File: src/rtl/keccak_pkg.sv
// Shared constants and types for the keccak pipeline stages.
package keccak_pkg;

    localparam int w              = 64;
    localparam int LOG2_W         = 6;
    localparam int RATE_SHAKE128  = 1344;
    localparam int RATE_SHAKE256  = 1088;
    localparam int WORDS_SHAKE128 = 21;
    localparam int WORDS_SHAKE256 = 17;

    typedef enum logic [1:0] {
        MODE_SHAKE128 = 2'b00,
        MODE_SHAKE256 = 2'b01,
        MODE_RSVD2    = 2'b10,
        MODE_RSVD3    = 2'b11
    } mode_t;

    typedef enum logic {
        EMPTY = 1'b0,
        FULL  = 1'b1
    } dump_state_t;

    // Rate words per squeezed block; reserved modes fall back to the narrower rate.
    function automatic logic [4:0] block_words(input mode_t m);
        case (m)
            MODE_SHAKE128: block_words = 5'(WORDS_SHAKE128);
            MODE_SHAKE256: block_words = 5'(WORDS_SHAKE256);
            default:       block_words = 5'(WORDS_SHAKE256);
        endcase
    endfunction

    // Keeps the low tail bits of the final word; a zero tail means a full word.
    function automatic logic [w-1:0] tail_mask(input logic [LOG2_W-1:0] tail);
        if (tail == 6'd0) begin
            tail_mask = {w{1'b1}};
        end else begin
            tail_mask = (64'd1 << tail) - 64'd1;
        end
    endfunction

endpackage

File: src/rtl/dump_stage.sv
// Squeeze/output stage: captures one rate block from permute_stage and streams it
// out as w-bit words over a valid/ready handshake until the requested length is sent.
module dump_stage
    import keccak_pkg::*;
#(
    parameter int W_OUT_SIZE = 32
) (
    input  logic                     clk,
    input  logic                     rst,
    input  logic [RATE_SHAKE128-1:0] rate_output,
    input  logic                     output_buffer_we,
    input  logic [W_OUT_SIZE-1:0]    output_size,
    input  logic [1:0]               operation_mode,
    input  logic                     copy_control_regs_en,
    output logic                     output_buffer_ready,
    input  logic                     ready_i,
    output logic                     valid_o,
    output logic [w-1:0]             data_out,
    output logic                     squeeze_done_o
);

    localparam int W_REM = W_OUT_SIZE - LOG2_W;

    dump_state_t              state;
    logic [RATE_SHAKE128-1:0] buffer;
    logic [4:0]               word_idx;
    logic [W_REM-1:0]         remaining;
    logic [LOG2_W-1:0]        tail_bits;
    mode_t                    mode;
    logic                     last_word;
    logic                     block_end;

    logic                     transfer;
    logic [W_REM-1:0]         rem_after;
    logic [W_REM-1:0]         size_words;
    logic [W_REM-1:0]         eff_remaining;

    assign transfer = valid_o & ready_i;

    // Done must coincide with the handshake of the final word, so it is gated by ready_i.
    assign squeeze_done_o = transfer & last_word;

    // Word count for a new request, saturating instead of wrapping at the top of the range.
    always_comb begin
        size_words = output_size[W_OUT_SIZE-1:LOG2_W];
        if ((output_size[LOG2_W-1:0] != 6'd0) && (size_words != {W_REM{1'b1}})) begin
            size_words = size_words + W_REM'(1);
        end else begin
            size_words = output_size[W_OUT_SIZE-1:LOG2_W];
        end
    end

    // Remaining count after this cycle's transfer, and the count a same-cycle write would see.
    always_comb begin
        rem_after     = remaining;
        eff_remaining = remaining;
        if (transfer && (remaining != {W_REM{1'b0}})) begin
            rem_after = remaining - W_REM'(1);
        end else begin
            rem_after = remaining;
        end
        if (copy_control_regs_en) begin
            eff_remaining = size_words;
        end else begin
            eff_remaining = remaining;
        end
    end

    // Buffer FSM, output word register and message counters.
    always_ff @(posedge clk or posedge rst) begin
        if (rst) begin
            state               <= EMPTY;
            buffer              <= {RATE_SHAKE128{1'b0}};
            word_idx            <= 5'd0;
            remaining           <= {W_REM{1'b0}};
            tail_bits           <= 6'd0;
            mode                <= MODE_SHAKE128;
            last_word           <= 1'b0;
            block_end           <= 1'b0;
            valid_o             <= 1'b0;
            data_out            <= {w{1'b0}};
            output_buffer_ready <= 1'b1;
        end else begin
            case (state)
                EMPTY: begin
                    if (copy_control_regs_en) begin
                        remaining <= size_words;
                        tail_bits <= output_size[LOG2_W-1:0];
                        mode      <= mode_t'(operation_mode);
                    end
                    if (output_buffer_we && (eff_remaining != {W_REM{1'b0}})) begin
                        buffer              <= rate_output;
                        word_idx            <= 5'd0;
                        state               <= FULL;
                        output_buffer_ready <= 1'b0;
                    end
                end
                FULL: begin
                    remaining <= rem_after;
                    if ((transfer && (last_word || block_end)) ||
                        (!valid_o && (remaining == {W_REM{1'b0}}))) begin
                        // Unsent words of the block are discarded here.
                        state               <= EMPTY;
                        output_buffer_ready <= 1'b1;
                        valid_o             <= 1'b0;
                        data_out            <= {w{1'b0}};
                        last_word           <= 1'b0;
                        block_end           <= 1'b0;
                    end else if (!valid_o || transfer) begin
                        if (rem_after == W_REM'(1)) begin
                            data_out <= buffer[w-1:0] & tail_mask(tail_bits);
                        end else begin
                            data_out <= buffer[w-1:0];
                        end
                        buffer    <= buffer >> w;
                        valid_o   <= 1'b1;
                        last_word <= (rem_after == W_REM'(1));
                        block_end <= (word_idx == (block_words(mode) - 5'd1));
                        if (word_idx != 5'd31) begin
                            word_idx <= word_idx + 5'd1;
                        end
                    end
                end
                default: begin
                    state               <= EMPTY;
                    output_buffer_ready <= 1'b1;
                    valid_o             <= 1'b0;
                end
            endcase
        end
    end

endmodule

File: config.mk
export PLATFORM = sky130hd
export DESIGN_NAME = dump_stage
export DESIGN_NICKNAME = d
export VERILOG_FILES = /design/src/rtl/keccak_pkg.sv /design/src/rtl/dump_stage.sv
export SDC_FILE = /design/constraint.sdc
export NUM_CORES = 2
export LEC_CHECK = 0
export BUFFER_PORTS_ARGS = -buffer_cell sky130_fd_sc_hd__buf_4
export CAP_MARGIN = 20
export CORE_AREA = 2 2 567 569
export DETAILED_ROUTE_END_ITERATION = 10
export DIE_AREA = 0 0 569 571
export HOLD_SLACK_MARGIN = 0.06
export PLACE_DENSITY_LB_ADDON = 0.2
export SLEW_MARGIN = 20
export SYNTH_ARGS = -nofsm -noshare
export SYNTH_HDL_FRONTEND = slang
export SYNTH_SLANG_ARGS = --single-unit
File: constraint.sdc
create_clock -name clk -period 71.4 [get_ports clk]
set_input_delay 14.28 -clock clk [delete_from_list [all_inputs] [get_ports clk]]
set_output_delay 14.28 -clock clk [all_outputs]
set_load 0.02 [all_outputs]
==> impl_metrics.toml <==
[setup_path]
rr_worst_depth = 11
crit_chain = "buf_4 > and3_1 > buf_4"
max_stage_delay_ps = 150
crit_slowest_cell = "buf_4"
path_depth = 3
reg2reg_from = "state"
path_common_cell = "buf_4"
critical_path_class = "input port to primary output"
regToRegSetupSlack_ps = 63230
path_delay_family = "buffers and inverters"
critPathRequiredTime_ps = 57120
regToRegEndpoint = "buffer[1202]"
end_kind = "primary output"
crit_path_max_fanout = 5
crit_path_start_kind = "input port"
critPathLaunch = "ready_i"
crit_arrival_ps = 14720
cp-endpoint = "squeeze_done_o"
cp_num_buf_inv = 2

[grt]
overflow = 0
gr-max-usage-layer = "met2"
grt_pass1_vias = 51900
grt_use_met1_pct = 22.4
track_usage_pct = 18.4
grt_first_pass_wirelength_um = 423000
grt_max_degree = 164
grtUsageMet3_pct = 5.77
use_met2_pct = 30.8
antenna_found_initial = 200

[hold_path]
min_from = "data_out[9]"
hold_class = "flip-flop to flip-flop"

[clock_tree]
cts_root_buffer = "clkbuf_16"
cts_made_buffers = 188
clock_latency_ps = 860
cts_tree = "done"
clkTransAtPathRegs_ps = 60
cts_buffer_depth = 4
postCtsSetupRepairBufs = 0
ctsHoldBuffers = 0
htree_levels = 4
cts_num_sinks = 1452
cts_resized = 0

[logic_synthesis]
ys_warn_count = 0
synth_edf_count = 0
dominantRegCellSynth = "dfrtp_1"
ys_types = 75
synth_async_sr_flop_share_pct = 100
synth_nets = 6751
netlist_area_um2 = 73300
avgSynthCellArea_um2 = 13.7
synthCells = 5362
yosysSeqAreaShare_pct = 49.6
ys_ff_latch = 1452

[drt]
drt_iter0_drc = 2774
drc = 0
viasPerCell = 4.46
wl_per_cell_um = 27.8
wirelength_um = 310000
vias = 49600
ant_nets = 0
firstDrtPassIters = 6

[timing]
min_period_ps = 29000
tightest_slew_ps = 1100
relSlewSlack_pct = 26.2
fin_crit_sh_pct = 40.6
final_max_slew_viol_count = 0
hold_viol = 0
tns_ps = 0
final-setup-viol-count = 0
fmax_ghz = 0.0345
rsz0062_at_grt = "no"
skew_ps = 98.4

[die]
num_rows = 208
dieArea_um2 = 325000
io_pins = 1450
die_x_um = 569
core_um2 = 319000
die_h_um = 571
start_util_pct = 22.9

[pwr]
powerDensity_nw_per_um2 = 45.5
leakage_uw = 0.0428
power_uw = 4290
vdd_drop_max_mv = 0.0334

[place]
dpl.hpwl_um = 240000
gp_congestion = 0.884
place_inst = 10700
port_buffers = 1449

[layout]
fin_util_pct = 29.5
drive_above_1_share_pct = 58.0
fin_nets = 8085
fin_cells = 11100
layout-area-overhead-vs-synth_pct = 28.7

[job]
drv_cap = 0

[status]
status = "finished clean"
==> metrics by stage <==
step	cell area (um2)	hold slack [ps]	setup slack, ps
after global routing	94200	489	42390
after floorplan	73300	449	16170
after global placement	87800	461	42400
after CTS	94100	475	42400
after detailed placement	87800	462	42400
final	94300	471	42400
==> final cells by class <==
cell class / instances / area, um2
fillers: 32700 / 225000
clock inverters: 54 / 639
flip-flops and latches: 1452 / 36300
repair buffers: 1519 / 11500
clock buffers: 285 / 5620
multi-input cells: 3454 / 34400
well taps: 4200 / 5260
inverters: 81 / 312
diodes: 77 / 193
==> state kept, by name, indices dropped and copies added, names as in the netlist, 2 cells and up <==
signal     cells
mode           2
data_out      64
remaining     26
buffer      1344
word_idx       5
tail_bits      6
==> cell usage in the layout, fill, tap and decap left out, drive strengths merged, types with 21 or more instances in the layout <==
| cell type | synthesis | final |
|---|---|---|
| xnor2 | 26 | 26 |
| a21oi | 44 | 44 |
| nand4 | 21 | 21 |
| diode | 0 | 77 |
| nor3 | 33 | 33 |
| nand2 | 188 | 188 |
| mux2 | 2568 | 2568 |
| dfrtp | 1451 | 1451 |
| mux2i | 70 | 70 |
| nand3 | 45 | 45 |
| nor2 | 79 | 79 |
| buf | 154 | 1519 |
| inv | 81 | 88 |
| o21ai | 89 | 89 |
| clkbuf | 221 | 285 |
| clkinv | 0 | 35 |
==> synth_stat cells (5+ instances only) <==
master     instances  share of area (%)
mux2_2          2127                 33
dfrtp_1         1451                 50
mux2_1           441                6.8
clkbuf_1         221                1.1
nand2_1          188               0.96
buf_6            102                1.6
o21ai_0           87               0.59
inv_1             81               0.41
nor2_1            79               0.40
mux2i_1           70               0.96
nand3_1           45               0.31
a21oi_1           44               0.30
nor3_1            33               0.23
buf_2             31               0.21
xnor2_1           26               0.31
a21o_1            20               0.20
nand4_1           20               0.17
o211ai_1          19               0.19
nor4_1            17               0.15
xor2_1            17               0.20
a31oi_1           16               0.14
and3_1            16               0.14
a22o_1            14               0.17
buf_4             14               0.14
or3_1             14               0.12
a211oi_1          12               0.12
o31ai_1           11               0.11
and2_1            10              0.085
or4_1             10               0.10
a32o_1             9               0.12
o22ai_1            7              0.060
ha_1               6               0.10
o311ai_0           6              0.072
a22oi_1            5              0.051
nor2b_1            5              0.043
o2111ai_1          5              0.060
or2_2              5              0.043
==> cell families after synthesis <==
family                   count (synthesis)  share of synthesized area (%)
XOR/XNOR                                43                          0.514
adder cells (fa/ha/maj)                  7                          0.116
flip-flops                            1452                           49.6
multiplexers                          2638                           40.4
AND/OR/NAND/NOR                        468                           3.08
buffers and inverters                  456                           3.55
AO/OA/AOI/OAI                          298                           2.72
==> worst min-delay path by stage <==
stage,slack (ps),cells after the start,endpoint
detailed placement,460,2,data_out[9]
global placement,460,2,data_out[17]
finish,470,2,data_out[9]
CTS,470,2,data_out[9]
floorplan,450,2,block_end
global route,490,1,buffer[711]
==> power by group <==
group	internal [uW]	leakage, uW	total [uW]	switching [uW]
registers	1230	0.0179	1500	271
clock network	576	0.00309	974	398
logic	998	0.0217	1820	817
==> worst min-delay path, stage by stage (launching register included) <==
cell and delay (ps):
dfrtp_1 340, nand2_1 50, nand2_1 50
==> per-layer routing <==
metal | share of wire, % | up-vias
met2 | 48 | 1620
met5 | 0.21 | -
met4 | 3.1 | 108
met3 | 7.6 | 537
li1 | - | 22200
met1 | 41 | 25100
Power figures use the tool's default switching activity.
